[config.mk]
export PLATFORM = sky130hd
export DESIGN_NAME = axi_lite_master
export DESIGN_NICKNAME = d
export VERILOG_FILES = /design/src/rtl/axi_lite_master.sv
export SDC_FILE = /design/constraint.sdc
export NUM_CORES = 1
export LEC_CHECK = 0
export CAP_MARGIN = 20
export CORE_UTILIZATION = 35
export CTS_CLUSTER_DIAMETER = 40
export DETAILED_ROUTE_END_ITERATION = 12
export GPL_TIMING_DRIVEN = 0
export PLACE_DENSITY = 0.86
export SYNTH_ARGS = -nofsm -noshare
export SYNTH_HDL_FRONTEND = slang
export SYNTH_SLANG_ARGS = --single-unit
[constraint.sdc]
create_clock -name clk -period 1.6 [get_ports clk]
set_input_delay 0.24 -clock clk [delete_from_list [all_inputs] [get_ports clk]]
set_output_delay 0.24 -clock clk [all_outputs]
set_load 0.02 [all_outputs]
[src/rtl/axi_lite_master.sv]
// Single-outstanding AXI4-Lite initiator bridging the core's valid/ready memory port.
// Define AXI_MASTER_MISALIGN_CHECK_EN to reject word-misaligned requests locally.
module axi_lite_master #(
    parameter logic [2:0] AXI_PROT = 3'b000
) (
    input  logic        clk,
    input  logic        rstn,
    input  logic        req_valid,
    output logic        req_ready,
    input  logic        req_we,
    input  logic [31:0] req_addr,
    input  logic [31:0] req_wdata,
    input  logic [3:0]  req_wstrb,
    output logic        resp_valid,
    output logic [31:0] resp_rdata,
    output logic        resp_err,
    output logic [31:0] axi_araddr,
    output logic        axi_arvalid,
    input  logic        axi_arready,
    output logic [2:0]  axi_arprot,
    input  logic [31:0] axi_rdata,
    input  logic [1:0]  axi_rresp,
    input  logic        axi_rvalid,
    output logic        axi_rready,
    output logic [31:0] axi_awaddr,
    output logic        axi_awvalid,
    input  logic        axi_awready,
    output logic [2:0]  axi_awprot,
    output logic [31:0] axi_wdata,
    output logic [3:0]  axi_wstrb,
    output logic        axi_wvalid,
    input  logic        axi_wready,
    input  logic [1:0]  axi_bresp,
    input  logic        axi_bvalid,
    output logic        axi_bready
);

    typedef enum logic [2:0] {
        IDLE = 3'd0,
        AR   = 3'd1,
        R    = 3'd2,
        AW_W = 3'd3,
        B    = 3'd4
    } state_e;

    state_e      state_q, state_d;
    logic [31:0] addr_q, addr_d;
    logic [31:0] wdata_q, wdata_d;
    logic [3:0]  wstrb_q, wstrb_d;
    logic        aw_done_q, aw_done_d;
    logic        w_done_q, w_done_d;
    logic        resp_valid_q, resp_valid_d;
    logic [31:0] resp_rdata_q, resp_rdata_d;
    logic        resp_err_q, resp_err_d;

    logic req_fire;
    logic misalign;
    logic aw_ok;
    logic w_ok;
    logic unused_resp;

    assign req_fire = req_valid && (state_q == IDLE);

`ifdef AXI_MASTER_MISALIGN_CHECK_EN
    assign misalign = (req_addr[1:0] != 2'b00);
`else
    assign misalign = 1'b0;
`endif

    // A finished channel stays satisfied; a live one completes on its ready.
    assign aw_ok = aw_done_q || axi_awready;
    assign w_ok  = w_done_q || axi_wready;

    assign unused_resp = ^{axi_rresp[0], axi_bresp[0]};

    always_ff @(posedge clk or negedge rstn) begin
        if (!rstn) begin
            state_q <= IDLE;
        end else begin
            state_q <= state_d;
        end
    end

    always_comb begin
        state_d = state_q;
        unique case (state_q)
            IDLE: begin
                if (req_fire && !misalign) begin
                    state_d = req_we ? AW_W : AR;
                end
            end
            AR: begin
                if (axi_arready) state_d = R;
            end
            R: begin
                if (axi_rvalid) state_d = IDLE;
            end
            AW_W: begin
                if (aw_ok && w_ok) state_d = B;
            end
            B: begin
                if (axi_bvalid) state_d = IDLE;
            end
            default: state_d = IDLE;
        endcase
    end

    always_comb begin
        req_ready   = (state_q == IDLE);
        axi_arvalid = (state_q == AR);
        axi_rready  = (state_q == R);
        axi_awvalid = (state_q == AW_W) && !aw_done_q;
        axi_wvalid  = (state_q == AW_W) && !w_done_q;
        axi_bready  = (state_q == B);
    end

    always_comb begin
        addr_d       = addr_q;
        wdata_d      = wdata_q;
        wstrb_d      = wstrb_q;
        aw_done_d    = aw_done_q;
        w_done_d     = w_done_q;
        resp_valid_d = 1'b0;
        resp_rdata_d = resp_rdata_q;
        resp_err_d   = resp_err_q;
        unique case (state_q)
            IDLE: begin
                if (req_fire) begin
                    addr_d    = req_addr;
                    wdata_d   = req_wdata;
                    wstrb_d   = req_wstrb;
                    aw_done_d = 1'b0;
                    w_done_d  = 1'b0;
                    if (misalign) begin
                        resp_valid_d = 1'b1;
                        resp_rdata_d = 32'h0;
                        resp_err_d   = 1'b1;
                    end
                end
            end
            R: begin
                if (axi_rvalid) begin
                    resp_valid_d = 1'b1;
                    resp_rdata_d = axi_rdata;
                    resp_err_d   = axi_rresp[1];
                end
            end
            AW_W: begin
                if (axi_awready) aw_done_d = 1'b1;
                if (axi_wready) w_done_d = 1'b1;
            end
            B: begin
                if (axi_bvalid) begin
                    resp_valid_d = 1'b1;
                    resp_rdata_d = 32'h0;
                    resp_err_d   = axi_bresp[1];
                end
            end
            default: ;
        endcase
    end

    always_ff @(posedge clk or negedge rstn) begin
        if (!rstn) begin
            addr_q       <= 32'h0;
            wdata_q      <= 32'h0;
            wstrb_q      <= 4'h0;
            aw_done_q    <= 1'b0;
            w_done_q     <= 1'b0;
            resp_valid_q <= 1'b0;
            resp_rdata_q <= 32'h0;
            resp_err_q   <= 1'b0;
        end else begin
            addr_q       <= addr_d;
            wdata_q      <= wdata_d;
            wstrb_q      <= wstrb_d;
            aw_done_q    <= aw_done_d;
            w_done_q     <= w_done_d;
            resp_valid_q <= resp_valid_d;
            resp_rdata_q <= resp_rdata_d;
            resp_err_q   <= resp_err_d;
        end
    end

    assign resp_valid = resp_valid_q;
    assign resp_rdata = resp_rdata_q;
    assign resp_err   = resp_err_q;
    assign axi_araddr = addr_q;
    assign axi_awaddr = addr_q;
    assign axi_wdata  = wdata_q;
    assign axi_wstrb  = wstrb_q;
    assign axi_arprot = AXI_PROT;
    assign axi_awprot = AXI_PROT;

endmodule

# Word-level counts from Yosys, hierarchy flattened
# Cells that the tools add are included.
[op_classes] n_eq_ne=11 muxes=21 n_reduce_logical=16
[op_table] operator="32-bit two-way mux" count=2
[op_table] operator="32-bit case mux with 2 select lines" count=1
[op_table] operator="3-bit two-way mux" count=5
[op_table] operator="3-bit case mux with 5 select lines" count=1
[op_table] operator="2-bit != test (second input constant)" count=5
[op_table] operator="3-bit AND reduction" count=3
[op_table] operator="1-bit case mux with 2 select lines" count=4
[op_table] operator="1-bit two-way mux" count=7
[op_table] operator="3-bit by 2-bit == test with 1-bit output (second input constant)" count=2
[op_table] operator="5-bit AND reduction" count=1
[op_table] operator="1-bit logical AND" count=4
[op_table] operator="2-bit by 1-bit != test with 1-bit output (second input constant)" count=2
[op_table] operator="2-bit nonzero test" count=2
[op_table] operator="3-bit by 1-bit == test with 1-bit output (second input constant)" count=1
[op_table] operator="3-bit == test (second input constant)" count=1
[op_table] operator="3-bit logical NOT" count=1
[op_table] operator="1-bit logical NOT" count=2
[op_table] operator="1-bit logical OR" count=2
[op_table] operator="2-bit two-way mux" count=1
[op_table] operator="2-bit AND reduction" count=1
[word_totals] ff_bits=107 inputBits=113 out_inout_bits=146 elab_cells=57

# Depth between registers and ports, before layout
# Gate-level depths: netlist of run 1.
[depth] depth_word=4 mapped_depth=7 ltp_nobuf=3

# Worst setup path before layout of run 1
# Ideal clock, no wire load.
[synth_path] path_kind="flip-flop to flip-flop" from="reg state_q[2]" to="reg wdata_q[13] (netlist: axi_wdata[13])" arrival_ns=1.954 t_required_ns=1.475 setup_slack_ns=-0.479 stages_incl_launch_ff=8 synth_period_minus_slack_ns=2.079 path_cell_list="dfrtp_1 buf_2 nor3_1 and2_1 buf_4 buf_6 buf_6 mux2_2"
[synth_via] elab_chain_cells=3
[synth_lines] element="start: declaration" line_no="46" text="state_e state_q, state_d;"
[synth_lines] element="start signal: assignment" line_no="80" text="state_q <= state_d;"
[synth_lines] element="3-bit logical NOT *"
[synth_lines] element="via req_ready" line_no="9" text="output logic req_ready,"
[synth_lines] element="1-bit logical AND" line_no="62" text="assign req_fire = req_valid && (state_q == IDLE);"
[synth_lines] element="2-bit AND reduction (no line) *"
[synth_lines] element="end signal: assignment" line_no="175" text="wdata_q <= wdata_d;"
[synth_lines] element="end: declaration" line_no="48" text="logic [31:0] wdata_q, wdata_d;"
# The timed path passes the listed nets; every way through them passes the cells marked *.
# A chain may end at the register's enable or synchronous reset.

# Worst setup path in the final report of run 1
[layout_path] from="reg state_q[0]" to="out axi_bready"
[layout_via] elab_chain_cells=1
[layout_lines] element="3-bit == test" line_no="114" text="axi_bready = (state_q == B);"
[layout_lines] element="end: declaration" line_no="35" text="output logic axi_bready"
# No other way between the ends.

==> results.tsv, run 1 <==
metric	value	unit
status	finished, violations left	
violations	negative setup slack	
period_share	1.11	
layout-drive-gt1-share	0.294	
core	12800	um^2
cts_tree	yes	
fp.dieH	117	um
grt_use_met3	0.0294	
use_met2	0.375	
grt_pass1_wl	20.5	mm
syn_area	4640	um^2
num_rows	41	
peakVddDrop	915	uV
power.density	2120	nW/um^2
rsz0062_at_grt	true	
start_util	0.364	
place_worst_setup_slack	-0.628	ns
wl_per_cell	17.3	um
final_common_cell	clkdlybuf4s50_1	
routed_wl	14.5	mm
power.leakage	4.42	nW
grt_pass1_vias	3937	
yosysSeqAreaShare	0.577	
clock.fmax	562	MHz
setup_viol	82	
final_nets	775	
yosysWarningCount	0	
clkLatencyLatePin	0.34	ns
cp-start-kind	flop	
io_pins	259	
vias_per_cell	4.53	
io_buffers	250	
finalPower	18.5	mW
h-tree-depth	3	
period_minus_slack	1.78	ns
syn_inst	361	
final_cell_mix	clkdlybuf4s50_1 (164), dfrtp_1 (106), mux2_4 (69), buf_4 (55), dlygate4sd2_1 (41)	
grt_busiest_layer	met2	
grt_max_degree	62	
diodes	0	
hold_violations	0	
ant_nets	0	
critical_path_class	flop to output port	
ys_ff_latch	107	
dieArea	13700	um^2
end_kind	output port	
fp.dieW	117	um
synth.distinct_cells	25	
placed_cell_area	7460	um^2
fin_setup_tns	-4.28	ns
dp_hpwl	9.63	mm
first_pass_iters	4	
grt_use_total	0.199	
vias	3800	
gr-total-overflow	0	
fin_ws	-0.180	ns
critPathRequiredTime	1.36	ns
max_slew_margin	0.580	
grt_use_met1	0.214	
antenna_found_initial	0	
fin_area	8730	um^2
numCtsBuffers	9	
holdCritPathClass	input port to flop	
gp_congestion	0.723	
maxCapViolations	0	
syn_area_per_cell	12.9	um^2
clockRootBuffer	clkbuf_16	
initialDrtViolationCount	109	
syn2layout_area_growth	87.9	%
drc	0	
tightestPinTransition	0.630	ns
clock_sinks	107	
cp.arrival	1.54	ns
clk_path_buf_depth	2	
maxSlewViolCount	0	
crit_fanout	2	
holdWs	0.448	ns
fin_skew	0.00692	ns
clk_pin_slew	0.07	ns
==> report_power, final <==
group / switching [mW] / internal, mW
logic: 4.92 / 6.31
registers: 0.963 / 4.10
clock network: 1.00 / 1.23
total: 6.89 / 11.6
==> cell families after synthesis <==
group           after synthesis  share of synthesized area
compound gates               11                     0.0146
buf+inv                      90                      0.118
flops                       107                      0.577
mux                         103                      0.243
other cells                   1                   0.000808
simple gates                 49                     0.0477
==> worst paths after layout <==
kind | depth (start not counted) | startpoint | slack, ns | endpoint
worst max-delay path | 5 | state_q[0] | -0.18 | axi_bready
worst min-delay path | 3 | axi_rdata[30] | 0.45 | resp_rdata[30]
worst max register to register | 5 | state_q[0] | -0.17 | resp_err
worst min register to register | 1 | axi_wdata[16] | 0.51 | axi_wdata[16]
max in group asynchronous | 3 | rstn | 0.41 | resp_rdata[0]
min in group asynchronous | 2 | rstn | 0.46 | axi_araddr[12]
==> cells in the mapped netlist (all sizes together) <==
master	count	area (um^2)
mux2	70	796
o21bai	1	7.51
nor3b	1	7.51
o22ai	2	12.5
nor3	1	5.00
a221oi	1	8.76
nand2b	1	6.26
and2	1	6.26
or3b	2	17.5
a21oi	7	38.8
nor2b	1	6.26
nand3b	4	30.0
dfrtp	107	2680
mux2i	33	330
inv	34	128
clkbuf	3	11.3
conb	1	3.75
nand2	32	120
nor2	6	22.5
buf	53	408
==> per-layer routing <==
| metal | wire [um] | part of all wire | up-vias |
|---|---|---|---|
| met1 | 5270 | 0.36 | 1864 |
| met3 | 755 | 0.052 | 33 |
| met5 | 0 | 0 | - |
| li1 | - | - | 1738 |
| met4 | 424 | 0.029 | 0 |
| met2 | 8060 | 0.56 | 165 |
==> flip-flops by register name (all words and copies together), names as in the netlist <==
signal	count
state_q	3
w_done_q	1
resp_err	1
axi_wdata	32
aw_done_q	1
resp_rdata	32
axi_araddr	32
resp_valid	1
axi_wstrb	4
==> timing repair <==
item,in CTS,in global routing
setup endpoints to repair,100,145
cloned,5,4
endpoints found under the hold margin,46,0
pin swaps,4,3
hold buffers,1,0
buffers inserted,16,14
resized for setup,168,71
==> per-stage QoR <==
| step | util | std cells |
|---|---|---|
| 6_report | 0.683 | 839 |
| 5_1_grt | 0.683 | 839 |
| 4_1_cts | 0.656 | 827 |
| 3_5_place_dp | 0.584 | 789 |
| 3_3_place_gp | 0.582 | 788 |
| 2_1_floorplan | - | 366 |
==> layout make-up <==
type,count,area (um^2)
clock buffers,9,225
fillers,876,4050
plain buffers,52,518
multi-input cells,169,1750
well taps,172,215
clock inverters,7,75.1
flip-flops and latches,107,2680
repair buffers,289,3130
inverters,34,133
==> worst max-delay path, stage by stage (launching register included) <==
cell       delay [ns]
dfrtp_1          0.40
buf_6            0.13
or3b_4           0.38
clkbuf_16        0.16
clkinv_4         0.04
buf_6            0.10
Note: power is estimated with default switching activity, not from simulation.
==> inputs of run 2 (changes only) <==
- REMOVE_ABC_BUFFERS: unset -> 1
- SKIP_CTS_REPAIR_TIMING: unset -> 1
==> results.tsv, run 2 (synthesized netlist as in run 1, its figures left out) <==
metric	value	unit	change
status	finished, violations left		
core	12800	um^2	unchanged
first_pass_iters	4		unchanged
io_buffers	250		unchanged
dp_hpwl	8.79	mm	-8.7%
routed_wl	14.7	mm	+1.1%
worst-path-stages	5		unchanged
antenna_found_initial	0		unchanged
vias	3647		-4.0%
use_met2	0.302		-0.0729
cpLargestDelayFamily	simple AND/OR/NAND/NOR gates		
grt_use_met1	0.180		-0.0344
cp.arrival	1.98	ns	+0.44 ns
finalPower	17.4	mW	-5.9%
gp_congestion	0.719		-0.48%
diodes	0		unchanged
p_switching	6.62	mW	-3.9%
critical_path_class	flop to flop		
p_clk_frac	0.131		+0.011
holdPathStages	3		unchanged
peakVddDrop	947	uV	+3.4%
cp-start-kind	flop		
grt_busiest_layer	met2		
fp.dieH	117	um	unchanged
critPathRequiredTime	1.83	ns	+0.47 ns
maxSlewViolCount	0		unchanged
fin_skew	0.00498	ns	-0.00194 ns
io_pins	259		unchanged
num_rows	41		unchanged
power_frac_comb	0.580		-0.026
grt_pass1_vias	3313		-16%
intPower	10.8	mW	-7.1%
vias_per_cell	4.65		+2.6%
r2r_cells	5		unchanged
nFillCells	918		+4.8%
holdCritPathClass	input port to flop		
fin_util	0.630		-0.0533
setup_viol	71		-13%
clkLatencyLatePin	0.34	ns	about the same
crit_fanout	9		+7
layout-drive-gt1-share	0.227		-0.0671
p_sw_frac	0.380		+0.00801
ant_nets	0		unchanged
clock.fmax	570	MHz	+1.5%
max_slew_margin	0.484		-0.0960
clockRootBuffer	clkbuf_16		
multiInputGateArea	1740	um^2	-0.57%
power.density	2170	nW/um^2	+2.0%
final_nets	721		-7.0%
final_common_cell	clkdlybuf4s50_1		
tightestPinTransition	0.773	ns	+0.143 ns
clock_sinks	107		unchanged
start_util	0.364		unchanged
critPathMaxStageDelay	0.46	ns	+0.06 ns
slowest_stage	dfrtp_2		
grt_pass1_wl	16.9	mm	-18%
crit_chain	buf_6 -> nor3_4 -> buf_6 -> and2_4 -> mux2_2		
final-seq-area	2680	um^2	about the same
syn2layout_area_growth	73.3	%	
violations	negative setup slack		
end_kind	flop		
p_seq_frac	0.289		+0.016
clk_pin_slew	0.07	ns	about the same
maxCapViolations	0		unchanged
final_cell_mix	clkdlybuf4s50_1 (180), dfrtp_1 (104), dlymetal6s2s_1 (63), mux2_4 (52)		
wl_per_cell	18.7	um	+8.0%
clk_path_buf_depth	2		unchanged
gr-total-overflow	0		unchanged
fp.dieW	117	um	unchanged
drc	0		unchanged
period_share	1.10		-0.0164
rsz0062_at_grt	true		
worst-path-buf-inv	2		-2
cts_tree	yes		
period_minus_slack	1.75	ns	-0.0263 ns
grt_max_degree	70		+13%
grt_use_met3	0.0283		-0.00103
initialDrtViolationCount	141		+29%
fin_ws	-0.154	ns	+0.0263 ns
crit_top_cell	buf_6		
power.leakage	4.16	nW	-5.8%
hold_violations	0		unchanged
grt_use_total	0.163		-0.0354
numCtsBuffers	9		unchanged
h-tree-depth	3		unchanged
dieArea	13700	um^2	unchanged
## run 2: cell count changes in the layout (fill, tap and decap cells not counted), sizes merged
cell,change
and2,+10
buf,-56
dlygate4sd2,-41
clkbuf,-5
inv,-1
clkinvlp,+1
dlymetal6s2s,+25
clkinv,-3
clkdlybuf4s50,+16
## run 2: worst min-delay path, cell delays in order
cell and delay (ns):
clkdlybuf4s50_1 0.39, nand2_1 0.05, mux2i_1 0.06
## run 2: area by class of cell
| type | instances | area share |
|---|---|---|
| Inverter | 34 | 0.0159 |
| Timing Repair Buffer | 277 | 0.369 |
| Multi-Input combinational cell | 179 | 0.216 |
| Clock buffer | 12 | 0.0331 |
| Tap cell | 172 | 0.0267 |
| Clock inverter | 4 | 0.00591 |
| Sequential cell | 107 | 0.333 |
## run 2: path summary, 6_finish.rpt
path / startpoint / to / slack [ns]
max in group asynchronous: rstn / resp_rdata[29] / 0.39
hold reg to reg: axi_wstrb[0] / axi_wstrb[0] / 0.51
setup / recovery: state_q[0] / axi_araddr[14] / -0.15
setup reg to reg: state_q[0] / axi_araddr[14] / -0.15
min in group asynchronous: rstn / axi_araddr[24] / 0.48
hold / removal: axi_rdata[28] / resp_rdata[28] / 0.44
## run 2: metrics by stage
step                setup slack, ns  hold slack (ns)  instances  setup TNS (ns)  area, um^2
floorplan                     -1.70          -0.0556        310         -144.07        4240
global placement              -3.54            0.490        732         -563.73        6960
detailed placement           -0.596            0.317        736          -49.53        7080
CTS                          -0.921          -0.0598        752          -50.42        7390
global route                 -0.212            0.449        785          -10.89        8050
finish                       -0.154            0.444        785           -6.81        8050
## run 2: power groups by stage
stage / combinational, mW / sequential, mW / clock [mW]
floorplan: 2.21 / 7.13 / 0
global placement: 8.77 / 4.95 / 0
detailed placement: 8.95 / 5.07 / 0
CTS: 8.96 / 5.03 / 2.35
global route: 10.6 / 5.19 / 2.46
finish: 10.1 / 5.04 / 2.28
## run 2: metal layers
layer / part of all wire / vias to the layer above
met4: 0.025 / 0
met2: 0.54 / 158
met3: 0.053 / 27
met5: 0 / -
met1: 0.39 / 1821
li1: - / 1641
